$ cat src/rtl/common_enums.sv
// rtl/common_enums.sv - shared VGA timing constants, counter widths and screen state type
package common_enums;

    localparam int CNT_W = 10;
    localparam int FC_W  = 8;

    localparam int H_ACTIVE_DEF = 640;
    localparam int H_FP_DEF     = 16;
    localparam int H_SYNC_DEF   = 96;
    localparam int H_BP_DEF     = 48;
    localparam int V_ACTIVE_DEF = 480;
    localparam int V_FP_DEF     = 10;
    localparam int V_SYNC_DEF   = 2;
    localparam int V_BP_DEF     = 33;

    // Idle value of the {hs, vs, blank_n} bundle: both syncs released, output blanked.
    localparam logic [2:0] SYNC_IDLE = 3'b110;

    typedef enum logic [1:0] {
        SCR_ACTIVE,
        SCR_H_BLANK,
        SCR_V_BLANK
    } screen_state_t;

    // Total period of one axis: visible region plus front porch, sync and back porch.
    function automatic int total_of(int active, int fp, int sync, int bp);
        return active + fp + sync + bp;
    endfunction

endpackage

$ cat src/rtl/sig_delay.sv
// rtl/sig_delay.sv - fixed-depth register chain with a parameterised reset value
module sig_delay #(
    parameter int               WIDTH     = 1,
    parameter int               DEPTH     = 1,
    parameter logic [WIDTH-1:0] RESET_VAL = '0
) (
    input  logic             clk_i,
    input  logic             rst_i,
    input  logic [WIDTH-1:0] data_i,
    output logic [WIDTH-1:0] data_o
);

    generate
        if (DEPTH == 0) begin : g_bypass
            // Zero depth is a pure wire; clock and reset are not needed.
            logic unused_bypass;
            assign unused_bypass = clk_i ^ rst_i;
            assign data_o        = data_i;
        end else begin : g_chain
            logic [WIDTH-1:0] stage_q [DEPTH];

            // Shift the input through DEPTH stages; every stage holds the reset value while reset is high.
            always_ff @(posedge clk_i or posedge rst_i) begin
                if (rst_i) begin
                    for (int i = 0; i < DEPTH; i++) begin
                        stage_q[i] <= RESET_VAL;
                    end
                end else begin
                    stage_q[0] <= data_i;
                    for (int i = 1; i < DEPTH; i++) begin
                        stage_q[i] <= stage_q[i-1];
                    end
                end
            end

            assign data_o = stage_q[DEPTH-1];
        end
    endgenerate

endmodule

$ cat src/rtl/vga_timing_gen.sv
// rtl/vga_timing_gen.sv - VGA raster counters, sync/blank decode and frame counter
module vga_timing_gen
    import common_enums::*;
#(
    parameter int H_ACTIVE   = H_ACTIVE_DEF, // visible pixels per line
    parameter int H_FP       = H_FP_DEF,     // horizontal front porch
    parameter int H_SYNC     = H_SYNC_DEF,   // horizontal sync width
    parameter int H_BP       = H_BP_DEF,     // horizontal back porch
    parameter int V_ACTIVE   = V_ACTIVE_DEF, // visible lines
    parameter int V_FP       = V_FP_DEF,     // vertical front porch
    parameter int V_SYNC     = V_SYNC_DEF,   // vertical sync width
    parameter int V_BP       = V_BP_DEF,     // vertical back porch
    parameter int PIPE_DELAY = 1             // sync/blank delay (0..4), matches pixel ROM latency
) (
    input  logic             vga_clk,     // pixel clock, the only clock
    input  logic             reset,       // asynchronous, active-high
    output logic [CNT_W-1:0] hcount,      // current pixel column
    output logic [CNT_W-1:0] vcount,      // current line
    output logic             active,      // undelayed visible-region flag
    output logic             line_start,  // undelayed, high while hcount==0
    output logic             frame_start, // undelayed, high while hcount==0 and vcount==0
    output logic             vga_hs,      // horizontal sync, active-low, delayed
    output logic             vga_vs,      // vertical sync, active-low, delayed
    output logic             vga_blank_n, // high on visible pixels, delayed
    output logic             vga_sync_n,  // sync-on-green unused, held low
    output logic [FC_W-1:0]  frame_count  // completed frames, wraps at 255
);

    localparam int H_TOTAL = total_of(H_ACTIVE, H_FP, H_SYNC, H_BP);
    localparam int V_TOTAL = total_of(V_ACTIVE, V_FP, V_SYNC, V_BP);

    localparam logic [CNT_W-1:0] H_LAST   = CNT_W'(H_TOTAL - 1);
    localparam logic [CNT_W-1:0] V_LAST   = CNT_W'(V_TOTAL - 1);
    localparam logic [CNT_W-1:0] H_ACT    = CNT_W'(H_ACTIVE);
    localparam logic [CNT_W-1:0] V_ACT    = CNT_W'(V_ACTIVE);
    localparam logic [CNT_W-1:0] HS_START = CNT_W'(H_ACTIVE + H_FP);
    localparam logic [CNT_W-1:0] HS_END   = CNT_W'(H_ACTIVE + H_FP + H_SYNC);
    localparam logic [CNT_W-1:0] VS_START = CNT_W'(V_ACTIVE + V_FP);
    localparam logic [CNT_W-1:0] VS_END   = CNT_W'(V_ACTIVE + V_FP + V_SYNC);

    logic [CNT_W-1:0] hcount_q, hcount_d;
    logic [CNT_W-1:0] vcount_q, vcount_d;
    logic [FC_W-1:0]  frame_count_q, frame_count_d;
    logic             h_wrap, v_wrap;
    logic             hs_raw, vs_raw;
    logic [2:0]       sync_dly;

    // Next-state raster position: hcount free-runs, vcount steps on the line wrap, frames count on the frame wrap.
    always_comb begin
        h_wrap        = (hcount_q == H_LAST);
        v_wrap        = (vcount_q == V_LAST);
        hcount_d      = h_wrap ? '0 : hcount_q + 1'b1;
        vcount_d      = vcount_q;
        frame_count_d = frame_count_q;
        if (h_wrap) begin
            vcount_d = v_wrap ? '0 : vcount_q + 1'b1;
            if (v_wrap) begin
                frame_count_d = frame_count_q + 1'b1;
            end
        end
    end

    // Counter registers; reset clears them at once so a mid-frame reset aborts the current line.
    always_ff @(posedge vga_clk or posedge reset) begin
        if (reset) begin
            hcount_q      <= '0;
            vcount_q      <= '0;
            frame_count_q <= '0;
        end else begin
            hcount_q      <= hcount_d;
            vcount_q      <= vcount_d;
            frame_count_q <= frame_count_d;
        end
    end

    // Undelayed decodes of the current position; these feed both the screen generator and the sync pipe.
    always_comb begin
        active      = (hcount_q < H_ACT) && (vcount_q < V_ACT);
        line_start  = (hcount_q == '0);
        frame_start = (hcount_q == '0) && (vcount_q == '0);
        hs_raw      = !((hcount_q >= HS_START) && (hcount_q < HS_END));
        vs_raw      = !((vcount_q >= VS_START) && (vcount_q < VS_END));
    end

    // Sync and blank are delayed to line up with pixel data coming out of the ROM.
    sig_delay #(
        .WIDTH     (3),
        .DEPTH     (PIPE_DELAY),
        .RESET_VAL (SYNC_IDLE)
    ) u_sync_delay (
        .clk_i  (vga_clk),
        .rst_i  (reset),
        .data_i ({hs_raw, vs_raw, active}),
        .data_o (sync_dly)
    );

    assign {vga_hs, vga_vs, vga_blank_n} = sync_dly;
    assign vga_sync_n  = 1'b0;
    assign hcount      = hcount_q;
    assign vcount      = vcount_q;
    assign frame_count = frame_count_q;

endmodule

$ cat config.mk
export PLATFORM = sky130hd
export DESIGN_NAME = vga_timing_gen
export DESIGN_NICKNAME = d
export VERILOG_FILES = /design/src/rtl/common_enums.sv /design/src/rtl/sig_delay.sv /design/src/rtl/vga_timing_gen.sv
export SDC_FILE = /design/constraint.sdc
export NUM_CORES = 1
export LEC_CHECK = 0
export BUFFER_PORTS_ARGS = -buffer_cell sky130_fd_sc_hd__buf_2
export CORE_ASPECT_RATIO = 0.6
export CORE_UTILIZATION = 48
export CTS_CLUSTER_SIZE = 10
export DETAILED_ROUTE_END_ITERATION = 7
export GPL_ROUTABILITY_DRIVEN = 0
export PLACE_DENSITY = 0.71
export SLEW_MARGIN = 15
export SYNTH_ARGS = -nofsm -noshare
export SYNTH_HDL_FRONTEND = slang
export SYNTH_SLANG_ARGS = --single-unit
$ cat constraint.sdc
create_clock -name vga_clk -period 4.8 [get_ports vga_clk]
set_input_delay 0.48 -clock vga_clk [delete_from_list [all_inputs] [get_ports vga_clk]]
set_output_delay 0.48 -clock vga_clk [all_outputs]
set_load 0.01 [all_outputs]
Word level (Yosys, flattened, before mapping) --
Cells that the tools add are included.
Word-level totals: flip-flop bits (word level) 31, input port bits 2, output and inout bits 35, word-level logic and storage cells 26
Cells by class: $add $sub $neg 3, magnitude comparators 6, eq/ne operators 2, multiplexer cells 2, reduce and logical (&&, ||, !) cells 9
Operators by type and width (count):
- 10-bit by 1-bit adder with 10-bit output (second input constant) | 2
- 10-bit == test (second input constant) | 2
- 10-bit zero test | 2
- 10-bit less-than comparator (second input constant) | 2
- 10-bit by 9-bit less-than comparator with 1-bit output (second input constant) | 2
- 10-bit 2-to-1 mux | 2
- 10-bit greater-or-equal comparator (second input constant) | 1
- 10-bit by 9-bit greater-or-equal comparator with 1-bit output (second input constant) | 1
- 8-bit by 1-bit adder with 8-bit output (second input constant) | 1
- 1-bit logical AND | 4
- 1-bit zero test | 2
- 2-bit AND reduction | 1

Logic depth before layout (Yosys ltp) --
Gate-level depths: netlist (run 1).
word-level depth 3, mapped depth 7

By module --
From an unflattened synthesis (run 1), not the netlist that was laid out.
Unflattened totals: cells, all modules 149, area total of the unflattened synthesis 1556.5 µm²
By module, submodules not included:
- vga_timing_gen | times used 1, cells an instance 145, area an instance 1475.2 µm²
- sig_delay | times used 1, cells an instance 4, area an instance 81.3 µm²

Least setup slack after synthesis (run 1) --
OpenSTA, ideal clock, no wires.
path kind reg-to-reg, from register hcount_q[0] (netlist: hcount[0]), to register frame_count_q[1] (netlist: frame_count[1]), data arrival time 1.698 ns, data required time 4.672 ns, path slack 2.975 ns, cell stages (with the launch flop) 7, clock period less this slack 1.825 ns, cell sequence dfrtp_1 -> ha_1 -> and3_1 -> clkbuf_1 -> nand4_1 -> or2_1 -> mux2_1
On the way: word-level cells in the longest chain between the ends 2
RTL lines:
- start: declaration | line vga_timing_gen.sv:41 | logic [CNT_W-1:0] hcount_q, hcount_d;
- start signal: assignment | line vga_timing_gen.sv:70 | hcount_q <= hcount_d;
- 10-bit == test | line vga_timing_gen.sv:50 | h_wrap = (hcount_q == H_LAST);
- 2-bit AND reduction (no source line)
- end signal: assignment | line vga_timing_gen.sv:72 | frame_count_q <= frame_count_d;
- end: declaration | line vga_timing_gen.sv:43 | logic [FC_W-1:0] frame_count_q, frame_count_d;
No other way between the ends. A chain may end at the register's enable or synchronous reset.

Worst setup path in the final report (run 1) --
Same ends and word-level chain as after synthesis.

==> summary.md, run 1 <==
| Metric | Value |
|---|---|
| Post-DP HPWL | approximately 2600 um |
| Vias in the first global route | 1,121 |
| Nets | 200 |
| Clk sinks | 31 |
| Post-CTS setup buffer count | 0 |
| Final worst slack | 2369 ps |
| CP Class | reg -> reg |
| Final instance area | ~1900 um2 |
| Crit path required time | roughly 5000 ps |
| Layout cell share with drive strength beyond 1 | 26.80% |
| Post-Syn Instances | 156 |
| GR Overflow Total | 0 |
| Share of the synthesized area in the top cell type | roughly 46% |
| Post-synthesis register bit count | 31 |
| Clk pin slew, worst setup/hold paths | 60 ps |
| F_max | 411.3 MHz |
| Post-DRT Antenna Nets | 0 |
| Htree depth | 2 |
| Cell Rows | 15 |
| Slew margin rel. | 56.79% |
| Die width | between 70 and 80 um |
| Run status | completed |
| Worst Hold Class | in -> async |
| Wire per inst | between 10 and 15 um |
| Startpoint Class | register |
| Placeable Area | roughly 3000 um2 |
| Static leakage | 0.9581 nW |
| Dominant synthesized flop cell | dfrtp_1 |
| Worst skew pair latency | 280 ps |
| First-pass GRT wire length | 5513 um |
| Post-Layout Cell Count | between 200 and 250 |
| Seq/Total Area, Yosys | 48.98% |
| Final Max Tran Viols | 0 |
| YS warnings | 0 |
| RSZ-0062 raised after global routing | false |
| Leading area contributor after synthesis | dfrtp_1 |
| Post-Place Worst Slack | 2419 ps |
| Pwr Total | around 0.00048 W |
| Final min period | 2431 ps |
| Yosys cell types | 38 |
| FF-to-FF End | frame_count[1] |
| DRC Markers | 0 |
| Synth area leaders | dfrtp_1, xor2_1, nand3_1, ha_1, nor3_2 |
| R2R cell count | 5 |
| CP Max Fanout | 13 |
| CTS max path bufs | 2 |
| Final wirelength | 3457 um |
| Post-synth top cells | dfrtp_1, nand3_1, xor2_1, inv_1 |
| Fin. Hold Viols | 0 |
| Tot GR Track Use | 21.44% |
| Worst vdd ir | 0.0001725 V |
| IO Pins | 37 |
| Post-CTS Resized | 0 |
| Die Span Y | about 47 um |
| Final setup fails | 0 |
| Pwr Density | 252.4 nW/um2 |
| Worst-Margin Slew | 646.2 ps |
| CTS Hold Bufs | 0 |
| Largest net degree at the start of global routing | 32 |
| Final Cycle Share | 50.65% |
| DR iter-0 viols | 153 |
| Worst r2r src | hcount[0] |
| Mean Syn Cell Area | between 10 and 15 um2 |
| Placed cells | 228 |
| Cell Area, Synth | 1589 um2 |
| Critical path arrival | 2600 ps |
| Worst Clk Skew | between 3 and 4 ps |
| Post-synth ARST share | 100.0% |
| I/O Buffers | 35 |
| Initial antenna violation count | 0 |
| Placed instance area | ~1800 um2 |
| Drt first pass iters | 4 |
| Reg2reg setup slack | 2370 ps |
| Syn Nets | between 150 and 200 |
| Root Driver | clkbuf_8 |
| EDFF count, synth | 0 |
| Initial Util | ~53% |
| Num CTS Buffers | 5 |
| CP endpoint kind | register |
| Die area | between 3000 and 4000 um2 |
| Via Count | 1,259 |
| TNS Setup | 0 ps |
| Antenna diode count | 0 |
| Count leader, synth | dfrtp_1 |
| Vias per cell | 5.335 |
| Max_cap viols | 0 |
| CTS tree | built |
| Layout area overhead | 18.74% |
state kept, by name, indices dropped and copies added (netlist names):
signal and cells:
hcount 10, vcount 10, frame_count 8, u_sync_delay.data_o 3
logic make-up (layout without fill, tap and decap cells):
| group | count (synthesis) | in the layout | share of synthesized area [%] |
|---|---|---|---|
| buf+inv | 18 | 56 | 4.646 |
| fa+ha+maj | 5 | 5 | 3.937 |
| xor+xnor | 17 | 17 | 9.370 |
| flops | 31 | 31 | 48.98 |
| compound gates | 16 | 16 | 6.220 |
| mux | 1 | 1 | 0.7086 |
| other cells | 1 | 1 | 0.2360 |
| simple gates | 67 | 67 | 25.91 |
critical path, stage by stage, from the launching register on:
cell and delay, ps:
dfrtp_1 420, ha_1 240, and3_1 290, nand4_1 560, or2_1 480, mux2_1 320
where the power goes:
part / total [W] / internal (W) / switching (W)
logic: 0.00000632 / 0.000000889 / 0.00000543
registers: 0.000261 / 0.000261 / 0
clock network: 0.000208 / 0.000115 / 0.0000931
total: 0.000476 / 0.000378 / 0.0000985
layer usage:
layer | share of wire, % | global-route usage (%) | vias to the layer above | wire, um
met4 | 1.6 | 10.38 | 0 | 55
met5 | 0 | 0 | - | 0
met3 | 5.7 | 7.525 | 8 | 198
li1 | - | - | 619 | -
met2 | 41 | 30.09 | 33 | 1428
met1 | 51 | 29.56 | 599 | 1774
area by class of cell:
type	count	area [um2]
Clock inverter	1	5.005
Tap cell	42	52.55
Clock buffer	7	86.33
Sequential cell	31	778.2
Timing Repair Buffer	36	182.7
Fill cell	264	1116
Multi-Input combinational cell	107	737.0
Inverter	12	45.04
per-stage QoR:
step / util, % / hold slack (ps)
6_report: 62.83 / 267.5
5_1_grt: 62.83 / 309.8
2_1_floorplan: - / 503.9
3_5_place_dp: 59.79 / 472.4
3_3_place_gp: 59.79 / 450.5
4_1_cts: 62.83 / 272.0
worst max-delay path by stage:
stage	startpoint	cells past startpoint	to
6_report	hcount[0]	5	frame_count[1]
5_1_grt	hcount[0]	5	frame_count[1]
4_1_cts	hcount[0]	5	frame_count[1]
3_5_place_dp	hcount[0]	5	frame_count[1]
3_3_place_gp	hcount[0]	5	frame_count[1]
2_1_floorplan	hcount[0]	6	frame_count[1]
placed cells by master (no fill, tap or decap), drive strengths merged:
master / instances
dfstp: 2
nor3: 9
or4: 3
nand4: 7
nor4: 4
nor2: 8
or2: 1
conb: 1
o22ai: 2
mux2: 1
o21ai: 7
and2: 4
nand2: 8
and3: 3
xor2: 13
a21oi: 1
ha: 5
o211ai: 1
clkinv: 1
nor2b: 2
a21boi: 2
a22o: 1
nor4b: 1
nand3: 13
and4: 1
and4b: 1
a211oi: 1
o31ai: 1
nand4b: 1
inv: 12
clkbuf: 7
or3: 1
dfrtp: 29
buf: 36
xnor2: 4
No activity file was read; power rests on OpenSTA's default activity.
==> run 2, diff against run 1 <==
--- a/config.mk
+++ b/config.mk
@@ -11,7 +11,7 @@
 export CTS_CLUSTER_SIZE = 10
 export DETAILED_ROUTE_END_ITERATION = 7
 export GPL_ROUTABILITY_DRIVEN = 0
-export PLACE_DENSITY = 0.71
+export PLACE_DENSITY = 0.74
 export SLEW_MARGIN = 15
 export SYNTH_ARGS = -nofsm -noshare
 export SYNTH_HDL_FRONTEND = slang
==> constraint.sdc (replaced) <==
create_clock -name vga_clk -period 2.05 [get_ports vga_clk]
set_input_delay 0.205 -clock vga_clk [delete_from_list [all_inputs] [get_ports vga_clk]]
set_output_delay 0.205 -clock vga_clk [all_outputs]
set_load 0.01 [all_outputs]
==> summary.md, run 2 (synthesized netlist as in run 1, its figures left out) <==
| Metric | Value |
|---|---|
| Run status | completed (unchanged) |
| Antenna diode count | 0 (unchanged) |
| Post-CTS Resized | 0 (unchanged) |
| Sequential cell area | 778.2 um2 (unchanged) |
| Post-DP HPWL | 2751 um (was 2550 um) |
| Largest net degree at the start of global routing | 22 (was 32) |
| Wire per inst | 15.71 um (was 14.65 um) |
| Final wirelength | 3834 um (was 3457 um) |
| Initial Util | 52.92% (unchanged) |
| CP Max Fanout | 6 (was 13) |
| Die width | 76.28 um (unchanged) |
| Worst vdd ir | 0.0004514 V (was 0.0001725 V) |
| # fillers | 240 (was 264) |
| Crit path required time | 2210 ps (was 4970 ps) |
| Final core utilization | 65.79% (was 62.83%) |
| CTS max path bufs | 2 (unchanged) |
| RSZ-0062 raised after global routing | false (unchanged) |
| Max_cap viols | 0 (unchanged) |
| CTS tree | built (unchanged) |
| Via Count | 1,364 (was 1,259) |
| Die area | 3552 um2 (unchanged) |
| Multi-input logic area | 737.0 um2 (unchanged) |
| Part of the power in the clock network | 49.8% (was 43.8%) |
| Drt first pass iters | 4 (unchanged) |
| Critical path arrival | 2130 ps (was 2600 ps) |
| P_sw | 0.0002444 W (was 0.00009854 W) |
| Min Hold Slack | 443.4 ps (was 267.5 ps) |
| I/O Buffers | 35 (unchanged) |
| Worst skew pair latency | 280 ps (about the same) |
| CP Class | reg -> reg (unchanged) |
| Startpoint Class | register (unchanged) |
| Final Cycle Share | 95.87% (was 50.65%) |
| Post-DRT Antenna Nets | 0 (unchanged) |
| Placeable Area | 3003 um2 (unchanged) |
| Layout area overhead | 24.33% (was 18.74%) |
| CP endpoint kind | register (unchanged) |
| Clk pin slew, worst setup/hold paths | 70 ps (was 60 ps) |
| Htree depth | 2 (unchanged) |
| Num CTS Buffers | 5 (unchanged) |
| Vias in the first global route | 1,246 (was 1,121) |
| Die Span Y | 46.57 um (unchanged) |
| Vias per cell | 5.590 (was 5.335) |
| First-pass GRT wire length | 6230 um (was 5513 um) |
| DRC Markers | 0 (unchanged) |
| Internal | 0.001008 W (was 0.0003777 W) |
| Post-Layout Cell Count | 244 (was 236) |
| Fin. Hold Viols | 0 (unchanged) |
| IO Pins | 37 (unchanged) |
| Most common cell after layout, fill and taps aside | buf_2 (unchanged) |
| Root Driver | clkbuf_8 (unchanged) |
| Comb pwr share | 1.3% (about the same) |
| Final setup fails | 0 (unchanged) |
| Worst Clk Skew | 8.970 ps (was 3.215 ps) |
| Clk sinks | 31 (unchanged) |
| Worst Hold Class | in -> async (unchanged) |
| Most frequent cells in the layout | buf_2, dfrtp_1, nand3_1, xor2_1, inv_1 (unchanged) |
| GR Overflow Total | 0 (unchanged) |
| Layout cell share with drive strength beyond 1 | 29.70% (was 26.80%) |
| Nets | 208 (was 200) |
| Tot GR Track Use | 24.33% (was 21.44%) |
| Initial antenna violation count | 0 (unchanged) |
| Placed cells | 233 (was 228) |
| Final min period | 1965 ps (was 2431 ps) |
| DR iter-0 viols | 107 (was 153) |
| Pwr Density | 633.9 nW/um2 (was 252.4 nW/um2) |
| Seq pwr share | 48.8% (was 54.9%) |
| TNS Setup | 0 ps (unchanged) |
| Static leakage | 1.007 nW (was 0.9581 nW) |
| F_max | 508.8 MHz (was 411.3 MHz) |
| Final Max Tran Viols | 0 (unchanged) |
| Cell Rows | 15 (unchanged) |
| Net Sw Frac | 19.51% (was 20.69%) |
## run 2: cell count changes in the layout (fill, tap and decap cells not counted), sizes merged
cell / delta
buf: +7
bufinv: +1
clkbuf: -1
dlygate4sd3: +1
## run 2: critical path, stage by stage, from the launching register on
cell	delay (ps)
dfrtp_1	450
ha_1	240
and3_1	270
nand4_1	230
or2_1	330
mux2_1	320
## run 2: area by class of cell
cell class	instances	share of cell area, %
well taps	42	2.660
inverters	12	2.280
clock buffers	6	4.180
repair buffers	44	12.41
multi-input cells	107	37.30
clock inverters	2	1.773
flip-flops and latches	31	39.39
## run 2: timing repair
item / in CTS / in global routing
hold buffers: 1 / 0
endpoints found under the setup margin: 0 / 3
hold endpoints to repair: 9 / 0
setup buffers: 0 / 2
## run 2: metrics by stage
stage / cell area, um2 / power [W] / setup slack (ps)
after floorplan: 1589 / 0.0006343 / 224.5
after global placement: 1833 / 0.0006386 / 234.3
after detailed placement: 1833 / 0.0006392 / 96.21
after CTS: 1961 / 0.001259 / 66.73
after global routing: 1976 / 0.001286 / 9.195
final: 1976 / 0.001252 / 84.63
## run 2: power groups by stage
stage / clock, W / sequential, W / combinational, W
2_1_floorplan: 0 / 0.000623 / 0.0000112
3_3_place_gp: 0 / 0.000623 / 0.0000155
3_5_place_dp: 0 / 0.000623 / 0.0000161
4_1_cts: 0.000629 / 0.000612 / 0.0000176
5_1_grt: 0.000655 / 0.000611 / 0.0000194
6_report: 0.000624 / 0.000612 / 0.0000169
## run 2: final timing paths
kind	start	to	slack (ps)	depth (start not counted)
setup / recovery	hcount[0]	frame_count[1]	80	5
hold / removal	reset	u_sync_delay.data_o[0]	440	3
setup reg to reg	hcount[0]	frame_count[1]	80	5
hold reg to reg	frame_count[7]	frame_count[7]	480	1
max in group asynchronous	reset	u_sync_delay.data_o[2]	920	4
min in group vga_clk	frame_count[7]	frame_count[7]	480	1
## run 2: layer usage
layer | vias up | global-route usage (%) | part of all wire [%]
li1 | 636 | - | -
met1 | 655 | 34.49 | 49
met2 | 64 | 35.50 | 42
met3 | 9 | 5.941 | 7.4
met4 | 0 | 11.15 | 1.8
met5 | - | 0 | 0
